`config.mk`:
```
export PLATFORM = sky130hd
export DESIGN_NAME = id_stage_pipe
export DESIGN_NICKNAME = d
export VERILOG_FILES = /design/src/rtl/id_stage_pipe.sv
export SDC_FILE = /design/constraint.sdc
export NUM_CORES = 1
export LEC_CHECK = 0
export BUFFER_PORTS_ARGS = -buffer_cell sky130_fd_sc_hd__clkbuf_2
export CAP_MARGIN = 20
export CORE_ASPECT_RATIO = 1.1
export CORE_MARGIN = 5
export CORE_UTILIZATION = 45
export DETAILED_ROUTE_END_ITERATION = 6
export SKIP_LAST_GASP = 1
export SLEW_MARGIN = 20
export SYNTH_ARGS = -nofsm -noshare
export SYNTH_HDL_FRONTEND = slang
export SYNTH_SLANG_ARGS = --single-unit
```
`constraint.sdc`:
```
create_clock -name clk -period 12.5 [get_ports clk]
set_input_delay 3.75 -clock clk [delete_from_list [all_inputs] [get_ports clk]]
set_output_delay 3.75 -clock clk [all_outputs]
set_load 0.01 [all_outputs]
```
`src/rtl/id_stage_pipe.sv`:
```
// id_stage_pipe: instruction decode stage with register file, one-entry
// registered output bundle, load-use interlock and flush.
// Optional feature: define ID_WB_BYPASS_EN so that an operand read of a
// register being written in the same cycle returns the write data.
module id_stage_pipe #(
   parameter int ARQ   = 16,
   parameter int NREGS = 16
) (
   input  logic                       clk,
   input  logic                       rst,
   input  logic                       in_valid,
   output logic                       in_ready,
   input  logic [ARQ-1:0]             instr,
   input  logic                       wb_we,
   input  logic [$clog2(NREGS)-1:0]   wb_addr,
   input  logic [ARQ-1:0]             wb_data,
   input  logic                       flush,
   output logic                       out_valid,
   input  logic                       out_ready,
   output logic [ARQ-1:0]             out_a,
   output logic [ARQ-1:0]             out_b,
   output logic [ARQ-1:0]             out_imm,
   output logic [ARQ-5:0]             out_addr,
   output logic [$clog2(NREGS)-1:0]   out_rd,
   output logic                       rd_mem_en,
   output logic                       wr_mem_en,
   output logic                       mux_exe,
   output logic                       mux_mem,
   output logic                       jenable,
   output logic                       jop_lsb,
   output logic                       wb_enable,
   output logic [1:0]                 alu_op
);
   localparam int RW   = $clog2(NREGS);
   localparam int IMMW = ARQ - 4 - RW;
   localparam int AW   = ARQ - 4;

   localparam logic [3:0] OP_SET = 4'd0;
   localparam logic [3:0] OP_ADD = 4'd1;
   localparam logic [3:0] OP_SUB = 4'd2;
   localparam logic [3:0] OP_CMP = 4'd3;
   localparam logic [3:0] OP_LD  = 4'd4;
   localparam logic [3:0] OP_ST  = 4'd5;
   localparam logic [3:0] OP_JEQ = 4'd6;
   localparam logic [3:0] OP_J   = 4'd7;

   // Control vector order: rd_mem, wr_mem, mux_exe, mux_mem, jen, jlsb, wb, alu[1:0]
   logic [3:0]     w_op;
   logic [RW-1:0]  w_rd;
   logic [RW-1:0]  w_rs1;
   logic [RW-1:0]  w_rs2;
   logic [ARQ-1:0] w_imm;
   logic [AW-1:0]  w_addr;
   logic [ARQ-1:0] w_rs1_val;
   logic [ARQ-1:0] w_rs2_val;
   logic [8:0]     w_ctl;
   logic           w_reads_rs1;
   logic           w_reads_rs2;
   logic           w_hazard;
   logic           w_take;

   logic [ARQ-1:0] r_regs [NREGS];
   logic           r_valid;
   logic           r_is_ld;
   logic [ARQ-1:0] r_a;
   logic [ARQ-1:0] r_b;
   logic [ARQ-1:0] r_imm;
   logic [AW-1:0]  r_addr;
   logic [RW-1:0]  r_rd;
   logic [8:0]     r_ctl;

   assign w_op   = instr[ARQ-1 -: 4];
   assign w_rd   = instr[ARQ-5 -: RW];
   assign w_rs1  = instr[ARQ-5-RW -: RW];
   assign w_rs2  = instr[ARQ-5-2*RW -: RW];
   assign w_imm  = {{(ARQ-IMMW){1'b0}}, instr[IMMW-1:0]};
   assign w_addr = instr[AW-1:0];

`ifdef ID_WB_BYPASS_EN
   assign w_rs1_val = (wb_we && (wb_addr == w_rs1)) ? wb_data : r_regs[w_rs1];
   assign w_rs2_val = (wb_we && (wb_addr == w_rs2)) ? wb_data : r_regs[w_rs2];
`else
   assign w_rs1_val = r_regs[w_rs1];
   assign w_rs2_val = r_regs[w_rs2];
`endif

   // Opcode decode into control vector and source-usage flags
   always_comb begin
      w_ctl       = 9'b0;
      w_reads_rs1 = 1'b0;
      w_reads_rs2 = 1'b0;
      case (w_op)
         OP_SET: w_ctl = 9'b001000100;
         OP_ADD: begin w_ctl = 9'b000000101; w_reads_rs1 = 1'b1; w_reads_rs2 = 1'b1; end
         OP_SUB: begin w_ctl = 9'b000000110; w_reads_rs1 = 1'b1; w_reads_rs2 = 1'b1; end
         OP_CMP: begin w_ctl = 9'b000000011; w_reads_rs1 = 1'b1; w_reads_rs2 = 1'b1; end
         OP_LD:  begin w_ctl = 9'b100100100; w_reads_rs1 = 1'b1; end
         OP_ST:  begin w_ctl = 9'b010000000; w_reads_rs1 = 1'b1; w_reads_rs2 = 1'b1; end
         OP_JEQ: w_ctl = 9'b000010000;
         OP_J:   w_ctl = 9'b000011000;
         default: w_ctl = 9'b0;
      endcase
   end

   // A held load whose destination feeds the incoming instruction must drain first
   assign w_hazard = r_valid && r_is_ld &&
                     ((w_reads_rs1 && (r_rd == w_rs1)) || (w_reads_rs2 && (r_rd == w_rs2)));
   assign in_ready = (!r_valid || out_ready) && !w_hazard && !flush && !rst;
   assign w_take   = in_valid && in_ready;

   // Register file write port, cleared by reset
   always_ff @(posedge clk or posedge rst) begin
      if (rst) begin
         for (int i = 0; i < NREGS; i++) r_regs[i] <= '0;
      end else if (wb_we) begin
         r_regs[wb_addr] <= wb_data;
      end
   end

   // Output bundle register: flush beats load, load beats drain, otherwise hold
   always_ff @(posedge clk or posedge rst) begin
      if (rst) begin
         r_valid <= 1'b0;
         r_is_ld <= 1'b0;
         r_a     <= '0;
         r_b     <= '0;
         r_imm   <= '0;
         r_addr  <= '0;
         r_rd    <= '0;
         r_ctl   <= '0;
      end else if (flush) begin
         r_valid <= 1'b0;
         r_is_ld <= 1'b0;
         r_ctl   <= '0;
      end else if (w_take) begin
         r_valid <= 1'b1;
         r_is_ld <= (w_op == OP_LD);
         r_a     <= w_rs1_val;
         r_b     <= w_rs2_val;
         r_imm   <= w_imm;
         r_addr  <= w_addr;
         r_rd    <= w_rd;
         r_ctl   <= w_ctl;
      end else if (out_ready) begin
         r_valid <= 1'b0;
         r_is_ld <= 1'b0;
         r_ctl   <= '0;
      end
   end

   assign out_valid = r_valid;
   assign out_a     = r_a;
   assign out_b     = r_b;
   assign out_imm   = r_imm;
   assign out_addr  = r_addr;
   assign out_rd    = r_rd;
   assign {rd_mem_en, wr_mem_en, mux_exe, mux_mem, jenable, jop_lsb, wb_enable, alu_op} = r_ctl;

endmodule

```
==> out/qor.csv <==
metric;value;unit
synthArstFlopShare;1.00;
topRoutingLayerUsed;met4;
io_buffers;108;
r2r.worst_path.cells;6;
dieArea;38800;um^2
n_antenna_cell;0;
ios;117;
final_common_cell;dfrtp_1;
place_area;16600;um^2
path_clk_slew;0.06;ns
final_area;17800;um^2
maxSlewHeadroom;0.274;
initial_utilization;0.458;
drt-total-wl;39.9;mm
final_util;0.516;
drt-met1-wl;17.1;mm
drtAntennaViolNets;0;
post_cts_buffers;0;
cp-end-kind;output pin;
tns;0;ns
cts_hold_buf;0;
synth_cell_types;36;
rsz0062_at_grt;no;
cts.repair.resized;0;
gp_congestion;0.752;
critPathRequiredTime;8.75;ns
synth.avg_cell_area;15.3;um^2
yosys_register_bits;310;
leakagePower;7.59;nW
clock_latency;0.52;ns
cts_sinks;310;
arrival;5.27;ns
grt_max_degree;173;
crit_path_top_delay_cell;buf_4;
htreeDepth;2;
hold_violations;0;
critPathTopFamily;buffers and inverters;
antenna_found_initial;0;
clockBufferDepth;3;
hold_depth;1;
syn_to_final_growth;12.7;%
drive_above_1_share;0.557;
fp.dieW;188;um
grt_pass1_vias;9899;
r2r_setup_slack;10.09;ns
dr.pass1.iters;4;
grt_first_pass_wirelength;61.3;mm
dp_hpwl;23.2;mm
grt-ovfl-total;0;
post-route-period-util;0.721;
critPathBufInv;2;
min_period;9.02;ns
synth_seq_area_share;0.493;
num-fill-cells;2890;
synth-edff-count;0;
dominantRegCellSynth;dfrtp_1;
rr_endpoint;out_b[15]$_DFFE_PP0P_;
via_per_inst;6.05;
crit_path_max_incr_delay;0.48;ns
outcome;complete, no violations;
p_per_area;175;nW/um^2
drc;0;
holdCritPathClass;flop to flop;
synth_cells;1030;
crit_path_start_kind;input pin;
numCtsBuffers;35;
cp_max_fo;37;
drt-initial-drc-count;619;
avgRoutedWirePerCell;25.6;um
whs_endpoint;out_a[2]$_DFFE_PP0P_;
setup-violations-final;0;
met2_length;19.6;mm
min_from;out_a[2]$_DFFE_PP0P_;
critical_path_class;input pin to output pin;
finalPower;3.12;mW
slew_violations;0;
maxCapViolCount;0;
vdd_drop_max;94.5;uV
placementRows;71;
grtUsageTotal;0.207;
worst_slack;3.48;ns
root_buffer;clkbuf_16;
pre_cts_ws;3.49;ns
core;34400;um^2
skew;0.0157;ns
wl_met3;2.21;mm
synth_warnings;0;
mostFrequentLayoutCells;310 x dfrtp_1, 294 x mux2_2, 128 x mux4_2, 104 x clkbuf_2, 64 x a22oi_1;
syn_area;15800;um^2
worst_slew_pin_slew;1.09;ns
worstPathCellList;buf_4 -> xnor2_1 -> nand3_1 -> o32ai_2 -> a2111oi_0 -> clkbuf_2;
vias;9445;
clock.fmax;0.111;GHz
rr_startpoint;out_addr[10]$_DFFE_PP0P_;
cts_tree;done;
die_h;206;um
final_nets;1145;
per-stage QoR:
| stage | instances | hold slack [ns] |
|---|---|---|
| 6_report | 1561 | 0.484 |
| 5_1_grt | 1561 | 0.511 |
| 3_5_place_dp | 1503 | 0.477 |
| 2_1_floorplan | 1037 | 0.466 |
| 4_1_cts | 1560 | 0.491 |
| 3_3_place_gp | 1503 | 0.482 |
routing by layer:
layer	GRT usage	up-vias
met1	0.282	5049
met4	0.0567	0
met5	0	-
met2	0.350	269
li1	-	4062
met3	0.0333	65
kinds of logic after synthesis:
kind of cell / after synthesis / synth area share
XOR/XNOR: 8 / 0.00445
AND/OR/NAND/NOR: 93 / 0.0272
flip-flops: 310 / 0.493
buffers and inverters: 108 / 0.0360
AO/OA/AOI/OAI: 75 / 0.0377
other: 1 / 0.000238
multiplexers: 435 / 0.402
cell type report:
class	count	area [um^2]	area share
Sequential cell	310	7760	0.437
Inverter	1	11.3	0.000634
Multi-Input combinational cell	619	7510	0.423
Clock inverter	7	110	0.00620
Tap cell	438	548	0.0309
Clock buffer	50	1020	0.0577
Timing Repair Buffer	136	793	0.0447
synth_stat cells, types with 3 or more instances:
library cell | n | area (um^2)
dfrtp_1 | 310 | 7760
mux2_2 | 294 | 3310
mux4_2 | 128 | 2880
a22oi_1 | 64 | 480
nand2_1 | 50 | 188
clkbuf_1 | 43 | 161
buf_2 | 30 | 150
buf_4 | 21 | 158
nor2_1 | 15 | 56.3
buf_1 | 7 | 26.3
mux2i_1 | 7 | 70.1
nor2b_1 | 7 | 43.8
xnor2_1 | 7 | 61.3
buf_6 | 6 | 67.6
mux2_1 | 6 | 67.6
nand3_1 | 5 | 25.0
nand2b_1 | 4 | 25.0
nor3_2 | 3 | 30.0
or3_1 | 3 | 18.8
worst max-delay path by stage:
| stage | from | end | slack [ns] | depth (start not counted) |
|---|---|---|---|---|
| after global placement | instr[0] | in_ready | 3.46 | 6 |
| after floorplan | rst | out_a[0]$_DFFE_PP0P_ | 0.18 | 1 |
| after CTS | instr[0] | in_ready | 3.48 | 6 |
| after global routing | instr[0] | in_ready | 3.32 | 6 |
| final | instr[1] | in_ready | 3.48 | 6 |
| after detailed placement | instr[0] | in_ready | 3.49 | 6 |
state kept, by name, summed over array words and instances (netlist names):
signal	flops
out_a	16
r_ctl	8
out_addr	12
out_valid	1
r_regs	256
r_is_ld	1
out_b	16
power by group:
group	internal (mW)	leakage (nW)	switching [mW]
registers	1.25	3.83	0.160
logic	0.419	3.20	0.267
clock network	0.628	0.559	0.396
total	2.29	7.59	0.822
Note: power is estimated with default switching activity, not from simulation.
